**src/rtl/riscv_mpsoc_pkg.sv**
```systemverilog
// Shared AHB and BIU encodings for the MPSoC-RISCV bus interface blocks,
// plus the queued-request record used by the BIU-to-AHB bridge.
package riscv_mpsoc_pkg;
    localparam int MAX_PLEN = 64;

    localparam logic [1:0] HTRANS_IDLE   = 2'b00;
    localparam logic [1:0] HTRANS_BUSY   = 2'b01;
    localparam logic [1:0] HTRANS_NONSEQ = 2'b10;
    localparam logic [1:0] HTRANS_SEQ    = 2'b11;

    localparam logic [2:0] HBURST_SINGLE = 3'd0;
    localparam logic [2:0] HBURST_INCR   = 3'd1;
    localparam logic [2:0] HBURST_WRAP4  = 3'd2;
    localparam logic [2:0] HBURST_INCR4  = 3'd3;
    localparam logic [2:0] HBURST_WRAP8  = 3'd4;
    localparam logic [2:0] HBURST_INCR8  = 3'd5;
    localparam logic [2:0] HBURST_WRAP16 = 3'd6;
    localparam logic [2:0] HBURST_INCR16 = 3'd7;

    localparam logic [2:0] HSIZE_BYTE  = 3'd0;
    localparam logic [2:0] HSIZE_HWORD = 3'd1;
    localparam logic [2:0] HSIZE_WORD  = 3'd2;
    localparam logic [2:0] HSIZE_DWORD = 3'd3;

    localparam logic [3:0] HPROT_OPCODE         = 4'b0000;
    localparam logic [3:0] HPROT_DATA           = 4'b0001;
    localparam logic [3:0] HPROT_USER           = 4'b0000;
    localparam logic [3:0] HPROT_PRIVILEGED     = 4'b0010;
    localparam logic [3:0] HPROT_NON_BUFFERABLE = 4'b0000;
    localparam logic [3:0] HPROT_BUFFERABLE     = 4'b0100;
    localparam logic [3:0] HPROT_NON_CACHEABLE  = 4'b0000;
    localparam logic [3:0] HPROT_CACHEABLE      = 4'b1000;

    localparam logic HRESP_OKAY  = 1'b0;
    localparam logic HRESP_ERROR = 1'b1;

    // BIU burst types share the AHB HBURST encoding
    localparam logic [2:0] BIU_SINGLE = 3'd0;
    localparam logic [2:0] BIU_INCR   = 3'd1;
    localparam logic [2:0] BIU_WRAP4  = 3'd2;
    localparam logic [2:0] BIU_INCR4  = 3'd3;
    localparam logic [2:0] BIU_WRAP8  = 3'd4;
    localparam logic [2:0] BIU_INCR8  = 3'd5;
    localparam logic [2:0] BIU_WRAP16 = 3'd6;
    localparam logic [2:0] BIU_INCR16 = 3'd7;

    localparam logic [2:0] PROT_INSTRUCTION = 3'b000;
    localparam logic [2:0] PROT_DATA        = 3'b001;
    localparam logic [2:0] PROT_USER        = 3'b000;
    localparam logic [2:0] PROT_PRIVILEGED  = 3'b010;
    localparam logic [2:0] PROT_NONCACHEABLE = 3'b000;
    localparam logic [2:0] PROT_CACHEABLE   = 3'b100;

    typedef struct packed {
        logic [MAX_PLEN-1:0] adr;
        logic [2:0]          size;
        logic [2:0]          btype;
        logic [2:0]          prot;
        logic                lock;
        logic                we;
    } biu_req_t;

    function automatic logic [3:0] biu_prot2hprot(input logic [2:0] prot);
        logic [3:0] hp;
        hp = HPROT_NON_BUFFERABLE;
        hp = hp | ((prot & PROT_DATA)       != 3'b000 ? HPROT_DATA       : HPROT_OPCODE);
        hp = hp | ((prot & PROT_PRIVILEGED) != 3'b000 ? HPROT_PRIVILEGED : HPROT_USER);
        hp = hp | ((prot & PROT_CACHEABLE)  != 3'b000 ? HPROT_CACHEABLE  : HPROT_NON_CACHEABLE);
        return hp;
    endfunction
endpackage

```
**src/rtl/riscv_biu_reqfifo.sv**
```systemverilog
// Synchronous request FIFO of biu_req_t; push while full is accepted only
// together with a pop in the same cycle.
module riscv_biu_reqfifo
    import riscv_mpsoc_pkg::*;
#(
    parameter int DEPTH = 2
) (
    input  logic     HCLK,
    input  logic     HRESETn,
    input  logic     push,
    input  biu_req_t d,
    input  logic     pop,
    output biu_req_t q,
    output logic     full,
    output logic     empty
);
    localparam int AW = (DEPTH > 1) ? $clog2(DEPTH) : 1;

    biu_req_t      mem [DEPTH];
    logic [AW-1:0] wr_ptr, rd_ptr;
    logic [AW:0]   cnt;
    logic          do_push, do_pop;

    assign full    = (cnt == (AW+1)'(DEPTH));
    assign empty   = (cnt == '0);
    assign do_pop  = pop & ~empty;
    assign do_push = push & (~full | do_pop);
    assign q       = mem[rd_ptr];

    always_ff @(posedge HCLK) begin
        if (do_push) mem[wr_ptr] <= d;
    end

    always_ff @(posedge HCLK or negedge HRESETn) begin
        if (!HRESETn) begin
            wr_ptr <= '0;
            rd_ptr <= '0;
            cnt    <= '0;
        end else begin
            if (do_push) wr_ptr <= (wr_ptr == AW'(DEPTH-1)) ? '0 : wr_ptr + 1'b1;
            if (do_pop)  rd_ptr <= (rd_ptr == AW'(DEPTH-1)) ? '0 : rd_ptr + 1'b1;
            cnt <= cnt + (AW+1)'(do_push) - (AW+1)'(do_pop);
        end
    end
endmodule

```
**src/rtl/riscv_biu2ahb_q.sv**
```systemverilog
// Queued BIU-to-AHB-Lite master: back-to-back transfers, 1 KB split of
// incrementing bursts, clean abort on ERROR response.
module riscv_biu2ahb_q
    import riscv_mpsoc_pkg::*;
#(
    parameter int XLEN   = 64,
    parameter int PLEN   = 64,
    parameter int QDEPTH = 2
) (
    input  logic            HRESETn,
    input  logic            HCLK,
    output logic            HSEL,
    output logic [PLEN-1:0] HADDR,
    output logic [XLEN-1:0] HWDATA,
    input  logic [XLEN-1:0] HRDATA,
    output logic            HWRITE,
    output logic [2:0]      HSIZE,
    output logic [2:0]      HBURST,
    output logic [3:0]      HPROT,
    output logic [1:0]      HTRANS,
    output logic            HMASTLOCK,
    input  logic            HREADY,
    input  logic            HRESP,
    input  logic            biu_stb_i,
    output logic            biu_stb_ack_o,
    output logic            biu_d_ack_o,
    input  logic [PLEN-1:0] biu_adri_i,
    output logic [PLEN-1:0] biu_adro_o,
    input  logic [2:0]      biu_size_i,
    input  logic [2:0]      biu_type_i,
    input  logic [2:0]      biu_prot_i,
    input  logic            biu_lock_i,
    input  logic            biu_we_i,
    input  logic [XLEN-1:0] biu_d_i,
    output logic [XLEN-1:0] biu_q_o,
    output logic            biu_ack_o,
    output logic            biu_err_o
);
    localparam int BYTES = XLEN / 8;
    localparam int ALSB  = $clog2(BYTES);

    typedef enum logic [1:0] {ST_IDLE, ST_BURST, ST_ERR} state_t;

    state_t          state;
    logic [3:0]      beat_cnt;
    logic            data_vld, addr_vld;
    logic [XLEN-1:0] d_dly;
    logic [PLEN-1:0] nxt;
    logic            split;
    logic            full, empty, have_req, take, fifo_pop, fifo_push;
    biu_req_t        req_in, fifo_q, head;

    function automatic logic [PLEN-1:0] next_addr(input logic [PLEN-1:0] a, input logic [2:0] burst);
        logic [PLEN-1:0] inc, mask;
        inc = {a[PLEN-1:ALSB] + 1'b1, {ALSB{1'b0}}};
        case (burst)
            HBURST_WRAP4:  mask = PLEN'(4*BYTES - 1);
            HBURST_WRAP8:  mask = PLEN'(8*BYTES - 1);
            HBURST_WRAP16: mask = PLEN'(16*BYTES - 1);
            default:       mask = '1;
        endcase
        return (a & ~mask) | (inc & mask);
    endfunction

    function automatic logic [3:0] burst_beats(input logic [2:0] btype);
        case (btype)
            BIU_INCR4,  BIU_WRAP4:  return 4'd3;
            BIU_INCR8,  BIU_WRAP8:  return 4'd7;
            BIU_INCR16, BIU_WRAP16: return 4'd15;
            default:                return 4'd0;
        endcase
    endfunction

    always_comb begin
        req_in                 = '0;
        req_in.adr[PLEN-1:0]   = biu_adri_i;
        req_in.size            = biu_size_i;
        req_in.btype           = biu_type_i;
        req_in.prot            = biu_prot_i;
        req_in.lock            = biu_lock_i;
        req_in.we              = biu_we_i;
    end

    // An incoming strobe counts as the queue head when the FIFO is empty, so a
    // request reaches the bus the cycle after it is accepted.
    assign biu_stb_ack_o = biu_stb_i & ~full;
    assign have_req      = ~empty | biu_stb_i;
    assign head          = empty ? req_in : fifo_q;
    assign take          = HREADY & have_req &
                           ((state == ST_IDLE) | ((state == ST_BURST) & (beat_cnt == '0)));
    assign fifo_pop      = take & ~empty;
    assign fifo_push     = biu_stb_ack_o & ~(take & empty);

    riscv_biu_reqfifo #(.DEPTH(QDEPTH)) u_reqfifo (
        .HCLK    (HCLK),
        .HRESETn (HRESETn),
        .push    (fifo_push),
        .d       (req_in),
        .pop     (fifo_pop),
        .q       (fifo_q),
        .full    (full),
        .empty   (empty)
    );

    assign nxt      = next_addr(HADDR, HBURST);
    assign split    = ((HBURST == HBURST_INCR4) | (HBURST == HBURST_INCR8) | (HBURST == HBURST_INCR16))
                    & (nxt[9:0] == '0);
    assign addr_vld = (HTRANS == HTRANS_NONSEQ) | (HTRANS == HTRANS_SEQ);

    always_ff @(posedge HCLK or negedge HRESETn) begin
        if (!HRESETn) begin
            state     <= ST_IDLE;
            beat_cnt  <= '0;
            HSEL      <= 1'b0;
            HADDR     <= '0;
            HWRITE    <= 1'b0;
            HSIZE     <= '0;
            HBURST    <= '0;
            HPROT     <= HPROT_DATA | HPROT_PRIVILEGED | HPROT_NON_BUFFERABLE | HPROT_NON_CACHEABLE;
            HTRANS    <= HTRANS_IDLE;
            HMASTLOCK <= 1'b0;
        end else if (HRESP && !HREADY) begin
            state    <= ST_ERR;
            HTRANS   <= HTRANS_IDLE;
            HSEL     <= 1'b0;
            beat_cnt <= '0;
        end else if (HREADY) begin
            if (take) begin
                state     <= ST_BURST;
                HSEL      <= 1'b1;
                HTRANS    <= HTRANS_NONSEQ;
                HADDR     <= head.adr[PLEN-1:0];
                HWRITE    <= head.we;
                HSIZE     <= head.size;
                HBURST    <= head.btype;
                HPROT     <= biu_prot2hprot(head.prot);
                HMASTLOCK <= head.lock;
                beat_cnt  <= burst_beats(head.btype);
            end else begin
                unique case (state)
                    ST_BURST: begin
                        if (beat_cnt != '0) begin
                            HADDR    <= nxt;
                            beat_cnt <= beat_cnt - 1'b1;
                            if (split) begin
                                HTRANS <= HTRANS_NONSEQ;
                                HBURST <= HBURST_INCR;
                            end else begin
                                HTRANS <= HTRANS_SEQ;
                            end
                        end else begin
                            state     <= ST_IDLE;
                            HTRANS    <= HTRANS_IDLE;
                            HSEL      <= 1'b0;
                            HMASTLOCK <= biu_lock_i;
                        end
                    end
                    ST_ERR:  state <= ST_IDLE;
                    default: HMASTLOCK <= biu_lock_i;
                endcase
            end
        end
    end

    always_ff @(posedge HCLK or negedge HRESETn) begin
        if (!HRESETn) begin
            data_vld   <= 1'b0;
            d_dly      <= '0;
            HWDATA     <= '0;
            biu_adro_o <= '0;
        end else if (HREADY) begin
            data_vld   <= addr_vld;
            d_dly      <= biu_d_i;
            HWDATA     <= d_dly;
            biu_adro_o <= HADDR;
        end
    end

    assign biu_q_o     = HRDATA;
    assign biu_d_ack_o = HREADY & addr_vld;
    assign biu_ack_o   = HREADY & data_vld & ~HRESP;
    assign biu_err_o   = HREADY & data_vld & HRESP;
endmodule

```
**config.mk**
```make
export PLATFORM = sky130hd
export DESIGN_NAME = riscv_biu2ahb_q
export DESIGN_NICKNAME = d
export VERILOG_FILES = /design/src/rtl/riscv_mpsoc_pkg.sv /design/src/rtl/riscv_biu_reqfifo.sv /design/src/rtl/riscv_biu2ahb_q.sv
export SDC_FILE = /design/constraint.sdc
export NUM_CORES = 1
export LEC_CHECK = 0
export ABC_CLOCK_PERIOD_IN_PS = 8450
export CORE_MARGIN = 2
export CORE_UTILIZATION = 54
export CTS_CLUSTER_DIAMETER = 50
export DETAILED_ROUTE_END_ITERATION = 8
export PLACE_DENSITY_LB_ADDON = 0.12
export RECOVER_POWER = 25
export SYNTH_ARGS = -nofsm -noshare
export SYNTH_HDL_FRONTEND = slang
export SYNTH_HIERARCHICAL = 1
export SYNTH_SLANG_ARGS = --single-unit
```
**constraint.sdc**
```tcl
create_clock -name HCLK -period 8.45 [get_ports HCLK]
set_clock_uncertainty 0.15 [all_clocks]
set_input_delay 1.69 -clock HCLK [delete_from_list [all_inputs] [get_ports HCLK]]
set_output_delay 1.69 -clock HCLK [all_outputs]
set_load 0.01 [all_outputs]
```
==> results.cfg <==
[worst_hold_path]
worstHoldEndpoint = HPROT[1]
min_path_type = flip-flop to flip-flop
holdPathStages = 2
min-delay-start = HPROT[1]

[clock_network]
ctsHtreeMaxLevel = 2
clock_latency_ps = 580
cts_buffer_depth = 3
postCtsSetupBuffers = 0
cts_inserted_buffers = 47
clk_pin_slew_worst_paths_ps = 60
hold_buffers = 0
cts_root_buffer = clkbuf_16
cts_resized = 0
cts_tree = done
clock_sinks = 431

[synth]
async_reset_ff_share_pct = 65.2
ys_top_cells_by_area = dfrtp_1 (36%), edfxtp_1 (23%), mux2_2 (15%)
synth_edf_count = 150
synth_area_um2 = 19400
ys_warn_count = 6
ys_ff_latch = 431
synth_top_area_share_pct = 36.0
synth.avg_cell_area_um2 = 13.4
synth_top_cell_by_area = dfrtp_1
synth_cells = 1453
synth_nets = 1666
synth_cell_types = 69
synth_ff_type = dfrtp_1
ys_seq_area_share_pct = 59.5

[worst_setup_path]
crit_path_end_kind = flip-flop
crit_start = HREADY
worstPathArrival_ps = 4940
required_ps = 8490
r2r_cells = 8
critical_path.max_stage_delay_ps = 960
path_max_fanout = 80
r2r_slack_ps = 4100
rr_startpoint = beat_cnt[0]
reg2reg_to = u_reqfifo/mem[1][24]
crit_chain = clkbuf_8 > nand2b_1 > a211o_2 > nor2_1 > o21ai_1 > nor2_4 > buf_4
crit_path_start_kind = input pin
critPathKind = input pin to flip-flop
cpMaxStageDelayCell = nor2_4

[global_route]
grt_pass1_vias = 13600
grt_pass1_wl_mm = 77.2
grt_usage_pct = 26.2
grt_max_degree = 127
antenna_found_initial = 14
grt-ovfl-total = 0

[route]
post-route-drc-count = 0
drt-initial-drc-count = 858
wl_mm = 49.4
post_drt_via_cell_ratio = 5.89
drt-pass1-iter-count = 5
post_drt_wl_per_cell_um = 22.1
vias = 13100
antenna_left = 0

[job]
maxCapViolations = 0

[place]
pre_cts_ws_ps = 2910
post-dp-hpwl_mm = 32.9
place_congestion = 0.837
portBuffers = 353

[run_status]
status = finished clean

[timing]
layout_setup_ws_ps = 3550
worstMarginPinSlew_ps = 1230
finalSetupTns_ps = 0
setup_viol = 0
clock.fmax_mhz = 204
relSlewSlack_pct = 17.6
fin_crit_ps = 4900
whs_ps = 335
rsz0062_at_grt = no
slew_viol_final = 0
fin_crit_sh_pct = 58.0
finalHoldViolations = 0

[layout]
fill_cells = 2481
nNetsFinal = 1938
final_common_cell = dfrtp_1
area_delta_synth_final_pct = 26.0
drive_above_1_share_pct = 22.6
layout_common_cells = dfrtp_1 (278), clkdlybuf4s50_1 (275), mux2_2 (251)

[die]
rows = 69
die_h_um = 194
start_util_pct = 54.7
io_pins = 483
coreArea_um2 = 35500
fp.dieW_um = 194
die_area_um2 = 37500

[pwr]
p_leak_uw = 0.00955
pwr_density_cell_nw_per_um2 = 344
peakVddDrop_mv = 0.220
synthesized netlist by cell type (all sizes together) (22+ instances only):
library cell,count
mux2,291
dfrtp,279
edfxtp,150
buf,95
nand2,85
o21ai,80
nor2,63
clkbuf,53
mux2i,53
a21oi,35
nand3,28
a31oi,22
cell families after synthesis:
group	Yosys count	synth area share [%]
compound gates	216	7.08
fa+ha+maj	5	0.322
simple gates	283	7.55
buf+inv	164	4.76
flops	431	59.5
other cells	1	0.0193
xor+xnor	9	0.406
mux	344	20.4
per-layer routing:
layer	share of wire [%]	up-vias	track usage (%)
met2	48	592	42.9
met1	40	6560	33.2
met3	9.1	122	8.09
li1	-	5840	-
met5	0.18	-	0
met4	3.1	14	8.88
worst max-delay path: cells and delay by family:
family          cells  cell delay [ps]
buf+inv             2             1120
compound gates      2              590
simple gates        3             1500
cell type report:
class / instances / area [um2] / share of cell area (%)
Clock buffer: 69 / 1340 / 5.48
Sequential cell: 431 / 11500 / 47.2
Antenna cell: 5 / 12.5 / 0.0512
Clock inverter: 18 / 259 / 1.06
Multi-Input combinational cell: 858 / 6980 / 28.5
Tap cell: 461 / 577 / 2.36
Timing Repair Buffer: 371 / 3680 / 15.0
Inverter: 16 / 60.1 / 0.246
how the worst max path moves through the flow:
stage / endpoint / slack (ps) / depth (start not counted)
CTS: u_reqfifo/mem[1][24] / 3510 / 7
detailed placement: u_reqfifo/mem[1][27] / 2910 / 7
global route: u_reqfifo/mem[1][7] / 3300 / 7
finish: u_reqfifo/mem[1][24] / 3550 / 7
global placement: u_reqfifo/mem[1][34] / 3030 / 7
floorplan: u_reqfifo/mem[0][0] / 1820 / 7
power by group:
part / internal [uW] / switching (uW)
clock: 1290 / 828
combinational: 1540 / 1400
sequential: 2800 / 561
through the flow:
| step | std cells | util [%] | cell area [um2] | power (uW) |
|---|---|---|---|---|
| 5_1_grt | 2226 | 68.9 | 24400 | 8840 |
| 3_3_place_gp | 2137 | 64.4 | 22800 | 6250 |
| 2_1_floorplan | 1453 | - | 19400 | 4950 |
| 4_1_cts | 2224 | 68.9 | 24400 | 8490 |
| 3_5_place_dp | 2137 | 64.4 | 22800 | 6330 |
| 6_report | 2229 | 68.9 | 24400 | 8410 |
Power figures use the tool's default switching activity.
